==> src/rtl/seg7_scan_driver.sv <==
// seg7_scan_driver
// Time-multiplexed driver for a bank of 7-segment digits. A packed hex value
// (with per-digit dp and blank flags) is captured into a shadow buffer on
// `load` and copied into the active buffer only at the end of a full scan,
// so a frame is never drawn from a mix of old and new data. One digit is
// lit per slot of SCAN_DIV cycles. The first cycle of every slot has all
// digit enables off to hide segment transitions.
//
// Ports:
//   clk, rst_n   system clock, asynchronous active-low reset
//   data_in      packed hex digits, digit k at [4k+3:4k], digit 0 is LSD
//   dp_in        per-digit decimal point request (captured on load)
//   blank_in     per-digit blank, forces segments and dp off (captured on load)
//   load         one-cycle strobe capturing data_in/dp_in/blank_in
//   lz_en        leading-zero suppression enable, used live
//   seg_out      segments {g,f,e,d,c,b,a}, pin polarity
//   dp_out       decimal point of the lit digit, pin polarity
//   dig_sel      one-hot digit enable, pin polarity
//   frame_tick   one-cycle pulse in the cycle after each scan wrap
module seg7_scan_driver #(
  parameter int DIGITS         = 4,
  parameter int SCAN_DIV       = 1000,
  parameter int SEG_ACTIVE_LOW = 0,
  parameter int DIG_ACTIVE_LOW = 0
) (
  input  logic                  clk,
  input  logic                  rst_n,
  input  logic [4*DIGITS-1:0]   data_in,
  input  logic [DIGITS-1:0]     dp_in,
  input  logic [DIGITS-1:0]     blank_in,
  input  logic                  load,
  input  logic                  lz_en,
  output logic [6:0]            seg_out,
  output logic                  dp_out,
  output logic [DIGITS-1:0]     dig_sel,
  output logic                  frame_tick
);

  localparam int CW = $clog2(SCAN_DIV);
  localparam int IW = (DIGITS > 1) ? $clog2(DIGITS) : 1;

  localparam logic [CW-1:0] CNT_LAST = CW'(SCAN_DIV - 1);
  localparam logic [IW-1:0] IDX_LAST = IW'(DIGITS - 1);

  localparam logic SEG_INV = (SEG_ACTIVE_LOW != 0);
  localparam logic DIG_INV = (DIG_ACTIVE_LOW != 0);

  localparam logic [6:0]        SEG_OFF = {7{SEG_INV}};
  localparam logic              DP_OFF  = SEG_INV;
  localparam logic [DIGITS-1:0] DIG_OFF = {DIGITS{DIG_INV}};

  function automatic logic [6:0] hex2seg(input logic [3:0] v);
    case (v)
      4'h0: hex2seg = 7'h3F;
      4'h1: hex2seg = 7'h06;
      4'h2: hex2seg = 7'h5B;
      4'h3: hex2seg = 7'h4F;
      4'h4: hex2seg = 7'h66;
      4'h5: hex2seg = 7'h6D;
      4'h6: hex2seg = 7'h7D;
      4'h7: hex2seg = 7'h27;
      4'h8: hex2seg = 7'h7F;
      4'h9: hex2seg = 7'h6F;
      4'hA: hex2seg = 7'h77;
      4'hB: hex2seg = 7'h7C;
      4'hC: hex2seg = 7'h39;
      4'hD: hex2seg = 7'h5E;
      4'hE: hex2seg = 7'h79;
      default: hex2seg = 7'h71;
    endcase
  endfunction

  // Scan position
  logic [CW-1:0] cnt_q, cnt_d;
  logic [IW-1:0] idx_q, idx_d;
  logic          slot_end, wrap;

  // Shadow / active buffers
  logic [4*DIGITS-1:0] sh_data_q, sh_data_d, act_data_q, act_data_d;
  logic [DIGITS-1:0]   sh_dp_q, sh_dp_d, act_dp_q, act_dp_d;
  logic [DIGITS-1:0]   sh_blank_q, sh_blank_d, act_blank_q, act_blank_d;
  logic                pend_q, pend_d;

  // Output registers hold pin-level values
  logic [6:0]        seg_q, seg_d;
  logic              dp_q, dp_d;
  logic [DIGITS-1:0] dig_q, dig_d;
  logic              tick_q, tick_d;

  // Decode helpers
  logic [DIGITS-1:0] lz_mask;
  logic              nz_seen;
  logic [3:0]        cur_val;
  logic              cur_dp, cur_blank, cur_supp;
  logic [6:0]        seg_l;
  logic              dp_l;
  logic [DIGITS-1:0] dig_l;

  always_comb begin
    slot_end = (cnt_q == CNT_LAST);
    wrap     = slot_end && (idx_q == IDX_LAST);
    cnt_d    = slot_end ? '0 : cnt_q + 1'b1;
    idx_d    = idx_q;
    if (slot_end) begin
      idx_d = wrap ? '0 : idx_q + 1'b1;
    end
  end

  // A load coincident with a wrap only refills the shadow; the transfer at
  // that wrap still uses the shadow contents from before the edge.
  always_comb begin
    sh_data_d   = sh_data_q;
    sh_dp_d     = sh_dp_q;
    sh_blank_d  = sh_blank_q;
    act_data_d  = act_data_q;
    act_dp_d    = act_dp_q;
    act_blank_d = act_blank_q;
    pend_d      = pend_q;
    if (wrap && pend_q) begin
      act_data_d  = sh_data_q;
      act_dp_d    = sh_dp_q;
      act_blank_d = sh_blank_q;
      pend_d      = 1'b0;
    end
    if (load) begin
      sh_data_d  = data_in;
      sh_dp_d    = dp_in;
      sh_blank_d = blank_in;
      pend_d     = 1'b1;
    end
  end

  // Zero digits above the most significant nonzero one; digit 0 excluded.
  always_comb begin
    lz_mask = '0;
    nz_seen = 1'b0;
    for (int unsigned i = 0; i + 1 < DIGITS; i++) begin
      if (!nz_seen && (act_data_q[4*(DIGITS-1-i) +: 4] == 4'h0)) begin
        lz_mask[DIGITS-1-i] = 1'b1;
      end else begin
        nz_seen = 1'b1;
      end
    end
  end

  always_comb begin
    cur_val   = '0;
    cur_dp    = 1'b0;
    cur_blank = 1'b0;
    cur_supp  = 1'b0;
    dig_l     = '0;
    for (int unsigned k = 0; k < DIGITS; k++) begin
      if (idx_q == IW'(k)) begin
        cur_val   = act_data_q[4*k +: 4];
        cur_dp    = act_dp_q[k];
        cur_blank = act_blank_q[k];
        cur_supp  = lz_en && lz_mask[k];
      end
      dig_l[k] = (cnt_q != '0) && (idx_q == IW'(k));
    end
    seg_l  = (cur_blank || cur_supp) ? '0 : hex2seg(cur_val);
    dp_l   = cur_dp && !cur_blank;
    seg_d  = seg_l ^ SEG_OFF;
    dp_d   = dp_l ^ DP_OFF;
    dig_d  = dig_l ^ DIG_OFF;
    tick_d = wrap;
  end

  always_ff @(posedge clk or negedge rst_n) begin
    if (!rst_n) begin
      cnt_q       <= '0;
      idx_q       <= '0;
      sh_data_q   <= '0;
      sh_dp_q     <= '0;
      sh_blank_q  <= '0;
      act_data_q  <= '0;
      act_dp_q    <= '0;
      act_blank_q <= '0;
      pend_q      <= 1'b0;
      seg_q       <= SEG_OFF;
      dp_q        <= DP_OFF;
      dig_q       <= DIG_OFF;
      tick_q      <= 1'b0;
    end else begin
      cnt_q       <= cnt_d;
      idx_q       <= idx_d;
      sh_data_q   <= sh_data_d;
      sh_dp_q     <= sh_dp_d;
      sh_blank_q  <= sh_blank_d;
      act_data_q  <= act_data_d;
      act_dp_q    <= act_dp_d;
      act_blank_q <= act_blank_d;
      pend_q      <= pend_d;
      seg_q       <= seg_d;
      dp_q        <= dp_d;
      dig_q       <= dig_d;
      tick_q      <= tick_d;
    end
  end

  assign seg_out    = seg_q;
  assign dp_out     = dp_q;
  assign dig_sel    = dig_q;
  assign frame_tick = tick_q;

endmodule

==> config.mk <==
export PLATFORM = sky130hd
export DESIGN_NAME = seg7_scan_driver
export DESIGN_NICKNAME = d
export VERILOG_FILES = /design/src/rtl/seg7_scan_driver.sv
export SDC_FILE = /design/constraint.sdc
export NUM_CORES = 1
export LEC_CHECK = 0
export BUFFER_PORTS_ARGS = -buffer_cell sky130_fd_sc_hd__buf_2
export CAP_MARGIN = 20
export CORE_AREA = 2 2 64 96
export CTS_CLUSTER_SIZE = 16
export DETAILED_ROUTE_END_ITERATION = 7
export DIE_AREA = 0 0 66 98
export PLACE_DENSITY = 0.78
export SLEW_MARGIN = 5
export SYNTH_ARGS = -nofsm -noshare
export SYNTH_HDL_FRONTEND = slang
export SYNTH_SLANG_ARGS = --single-unit
==> constraint.sdc <==
create_clock -name clk -period 4.7 [get_ports clk]
set_clock_uncertainty 0.15 [all_clocks]
set_input_delay 1.175 -clock clk [delete_from_list [all_inputs] [get_ports clk]]
set_output_delay 1.175 -clock clk [all_outputs]
set_load 0.01 [all_outputs]
After elaboration in Yosys (flattened, before gate mapping)
Memories as Yosys holds them, arrays and structs flattened. Cells that the tools add are included.

Add/sub/neg operators: 2. Equality and inequality tests: 4. Reduce and logical (&&, ||, !) cells: 21. Mux-type cells: 25.

Operators with widths (number): two-way mux 1 bit (18); two-way mux 4 bit (4); logical AND 1 bit (12); zero test 4 bit (3); adder 10 x 1 -> 10 bit, second input constant (1); == test 10 bit, second input constant (1); two-way mux 10 bit (1); nonzero test 10 bit (1); two-way mux 7 bit (1); == test 2 bit, second input constant (2); adder 2 x 1 -> 2 bit, second input constant (1); == test 2 x 1 -> 1 bit, second input constant (1); zero test 1 bit (2); zero test 2 bit (1); two-way mux 2 bit (1); nonzero test 2 bit (1); logical OR 1 bit (1).

Bits in registers: 74. Memories kept: 1. Input port bits: 28. ROM bits: 112.

Memory list: (no name shown) (words 16, width 7, read ports 1, clocked after memory_dff 0, write ports 0, line 53) `case (v)`.

Logic depth before layout (Yosys ltp)
Depth after elaboration: 12. Gate-level depth with buffers: 11. Gate-level depth less buffers: 10.

Worst setup path after synthesis
OpenSTA, ideal clock, no wires.

Kind: input-to-reg. From: input port load. To: register sh_blank_q[3]. Stages on the path: 3. Data required time: 4.425 ns. Path slack: 2.300 ns. Arrival time: 2.125 ns. Library setup time: 0.125 ns. Path through: clkbuf_1 buf_1 mux2_2.

RTL lines: start: declaration (line 31) `input logic load,`; end signal: assignment (line 189) `sh_blank_q <= sh_blank_d;`; end: declaration (line 81) `logic [DIGITS-1:0] sh_blank_q, sh_blank_d, act_blank_q, act_blank_d;`.

No word-level cell between the ends.

Worst setup path in the final report
From: register idx_q[1]. To: register seg_q[6] (netlist: seg_out[6]).

Longest elaborated chain between the ends: 7.

RTL lines: start: declaration (line 75) `logic [IW-1:0] idx_q, idx_d;`; start signal: assignment (line 186) `idx_q <= idx_d;`; zero test 2 bit (line 153) `if (idx_q == IW'(k)) begin`; two-way mux 4 bit or two-way mux 1 bit (tied branches) (4 in a row) (line 153); memory (16 x 7 bit) or logical OR 1 bit (tied branches); two-way mux 7 bit (*) (line 161) `seg_l = (cur_blank || cur_supp) ? '0 : hex2seg(cur_val);`; net seg_d[6] (line 85) `logic [6:0] seg_q, seg_d;`; end signal: assignment (line 194) `seg_q <= seg_d;`; end: declaration (line 85).

The timed path passes the listed nets; every way through them passes the cells marked *. A chain may end at the register's enable or synchronous reset.

==> results.cfg <==
[setup_path]
path_cells = inv_1, ha_1, and2b_1, a221oi_1, o31ai_1, inv_1, ha_1, inv_1, o21ai_0, a221oi_1
cp-start-kind = flop
cp_max_fo = 12
cpPeakStageDelay_ps = 620
cp_common_cell = inv_1
critPathKind = reg -> reg
endpoint_kind = flop
worstPathArrival_ps = 2970
crit_path_top_delay_cell = o31ai_1
critPathRequiredTime_ps = 4790
r2r_cells = 10

[synthesis]
synth_seq_cells = 74
synth_cell_types = 44
synth.most_common_cell = dfrtp_1
synth.yosys.seq_area_share_pct = 54.4
syn_area_um2 = 3410
synth_edf_count = 0
yosys.area.top_type_share_pct = 54.4
yosys-top-cells-count = dfrtp_1 (74), mux2_2 (28), mux2_4 (20)
yosys-top-cells-area = dfrtp_1 (54%), mux2_2 (9.3%), mux2_4 (8.8%)
ys_warn_count = 0
synth-async-reset-ratio_pct = 100
syn_inst = 264
synth_nets = 303
postSynthAreaPerCell_um2 = 12.9
netlist.top_cell.by_area = dfrtp_1
synth_flop_cell = dfrtp_1

[finish]
area_growth_pct = 12.0
fillers = 446
drive_gt1_share_pct = 35.0
n_antenna_cell = 0
fin_nets = 345
final_cells = 383

[clock_network]
ctsResizeCount = 0
clk_transition_reported_paths_ps = 70
clock_path_buffers = 2
clock_sinks = 74
cts_buffers = 9
ctsHoldBuffers = 0
cts_root_buf = clkbuf_8
cts_max_level = 3
tritoncts = yes
post_cts_buffers = 0
clk_latency_ps = 340

[placed_design]
dpl.hpwl_um = 4090
dp.cells = 367
port_buffers = 40
gp_congestion = 0.818

[route]
drc = 0
viasPerCell = 5.51
drtAntennaViolNets = 0
drt-total-wl_um = 5620
drtPass1Iterations = 4
routedWlPerCell_um = 14.7
vias = 2112
drt_iter0_markers = 77

[global_routing]
grt_max_degree = 51
grt_pass1_vias = 2076
grt.overflow.total = 0
grt_pass1_wl_um = 9490
grt_usage_pct = 19.6
antenna_found_initial = 0

[floorplanning]
coreArea_um2 = 5700
die_area_um2 = 6470
dieHeight_um = 98
num_rows = 34
die_w_um = 66
initial_utilization_pct = 59.8
io_pins = 41

[timing]
worstMarginPinSlew_ps = 718
hold_viol = 0
rsz0062_at_grt = no
drv_slew = 0
max_freq_ghz = 0.347
final.setup.tns_ps = 0
fin_crit_sh_pct = 61.3
period_needed_ps = 2880
setup_viol = 0
timing.slew.headroom_pct = 51.9

[job]
maxCapViolCount = 0

[power_and_ir_drop]
powerDensity_nw_per_um2 = 314
power_leakage_uw = 0.00175
ir_drop_mv = 0.256

[hold_path]
hold_path_class = reg -> reg
hold-path-cell-count = 1

[status]
status = completed
-- layer usage --
metal  routed length (um)  vias to the layer above  share of wire [%]  global-route usage (%)
met5                    0                        -                  0                       0
met4                   76                        0                1.4                    8.95
met3                  203                        8                3.6                    5.30
met2                 2910                       42                 52                    31.5
met1                 2430                     1042                 43                    24.4
li1                     -                     1020                  -                       -
-- worst paths after layout --
| path | startpoint | to | slack [ps] |
|---|---|---|---|
| max reg2reg | idx_q[1] | seg_out[6] | 1820 |
| max in group asynchronous | rst_n | sh_data_q[15] | 2760 |
| min | pend_q | pend_q | 330 |
| max | idx_q[1] | seg_out[6] | 1820 |
| min reg2reg | pend_q | pend_q | 330 |
| min in group asynchronous | rst_n | cnt_q[2] | 650 |
-- worst max-delay path: cells and delay by family, from the launching register on --
| kind | cells | cell delay, ps |
|---|---|---|
| AOI/OAI and AO/OA | 4 | 1050 |
| adders and majority gates | 2 | 550 |
| DFF | 1 | 380 |
| and+or+nand+nor | 1 | 300 |
| buffers and inverters | 3 | 350 |
-- cells by family after synthesis --
group / Yosys count / synth area share [%]
AOI/OAI and AO/OA: 36 / 7.71
and+or+nand+nor: 63 / 9.59
DFF: 74 / 54.4
buffers and inverters: 24 / 4.11
muxes: 49 / 18.4
xor gates and xnor gates: 7 / 1.80
adders and majority gates: 11 / 4.04
-- final cells by class --
type / instances / area [um2] / share of cell area (%)
multi-input combinational: 166 / 1420 / 37.1
clock inverter: 5 / 53.8 / 1.41
tap: 72 / 90.1 / 2.36
sequential: 74 / 1850 / 48.5
clock buffer: 11 / 141 / 3.70
timing repair buffer: 42 / 215 / 5.64
inverter: 13 / 48.8 / 1.28
-- layout by cell type, fill, tap and decap left out, types with 2 or more instances in the layout --
cell type | synthesis | layout
mux2_4 | 20 | 20
nand2b_1 | 2 | 2
a221o_1 | 2 | 2
nor4_1 | 2 | 2
nor2_1 | 13 | 13
o21ai_0 | 7 | 7
nand3b_1 | 2 | 2
buf_2 | 2 | 40
and2_1 | 4 | 4
nor2b_1 | 3 | 3
nand2_1 | 14 | 14
a211oi_1 | 3 | 3
clkbuf_8 | 0 | 10
a21oi_1 | 6 | 6
nand3_1 | 9 | 9
xnor2_1 | 3 | 3
nor3b_1 | 3 | 3
a21o_1 | 3 | 3
a22oi_1 | 2 | 2
clkinv_2 | 0 | 3
mux2_2 | 28 | 28
inv_1 | 13 | 13
nor3_1 | 4 | 4
a221oi_1 | 4 | 4
o211ai_1 | 3 | 3
dfrtp_1 | 74 | 74
xor2_1 | 4 | 4
buf_4 | 0 | 2
ha_1 | 11 | 11
-- where the power goes --
group | internal (uW) | switching, uW
Combinational | 27.3 | 22.6
Clock | 258 | 222
Sequential | 657 | 10.7
-- metrics by stage --
step / hold WS (ps) / util (%) / cell area, um2 / setup WS [ps] / power (uW)
3_5_place_dp: 312 / 63.5 / 3620 / 1890 / 733
6_report: 328 / 66.9 / 3820 / 1820 / 1200
2_1_floorplan: 292 / - / 3410 / 2300 / 703
5_1_grt: 345 / 66.9 / 3820 / 1630 / 1250
4_1_cts: 329 / 66.9 / 3820 / 1850 / 1210
3_3_place_gp: 312 / 63.5 / 3620 / 2010 / 730
-- registers in the layout, summed over array words and instances (netlist names) --
register and flops:
seg_out 7, pend_q 1, sh_dp_q 4, sh_blank_q 4, act_blank_q 4, act_dp_q 4, sh_data_q 16, dig_sel 4
idx_q 2, cnt_q 10, frame_tick 1, dp_out 1, act_data_q 16
Power figures use the tool's default switching activity.
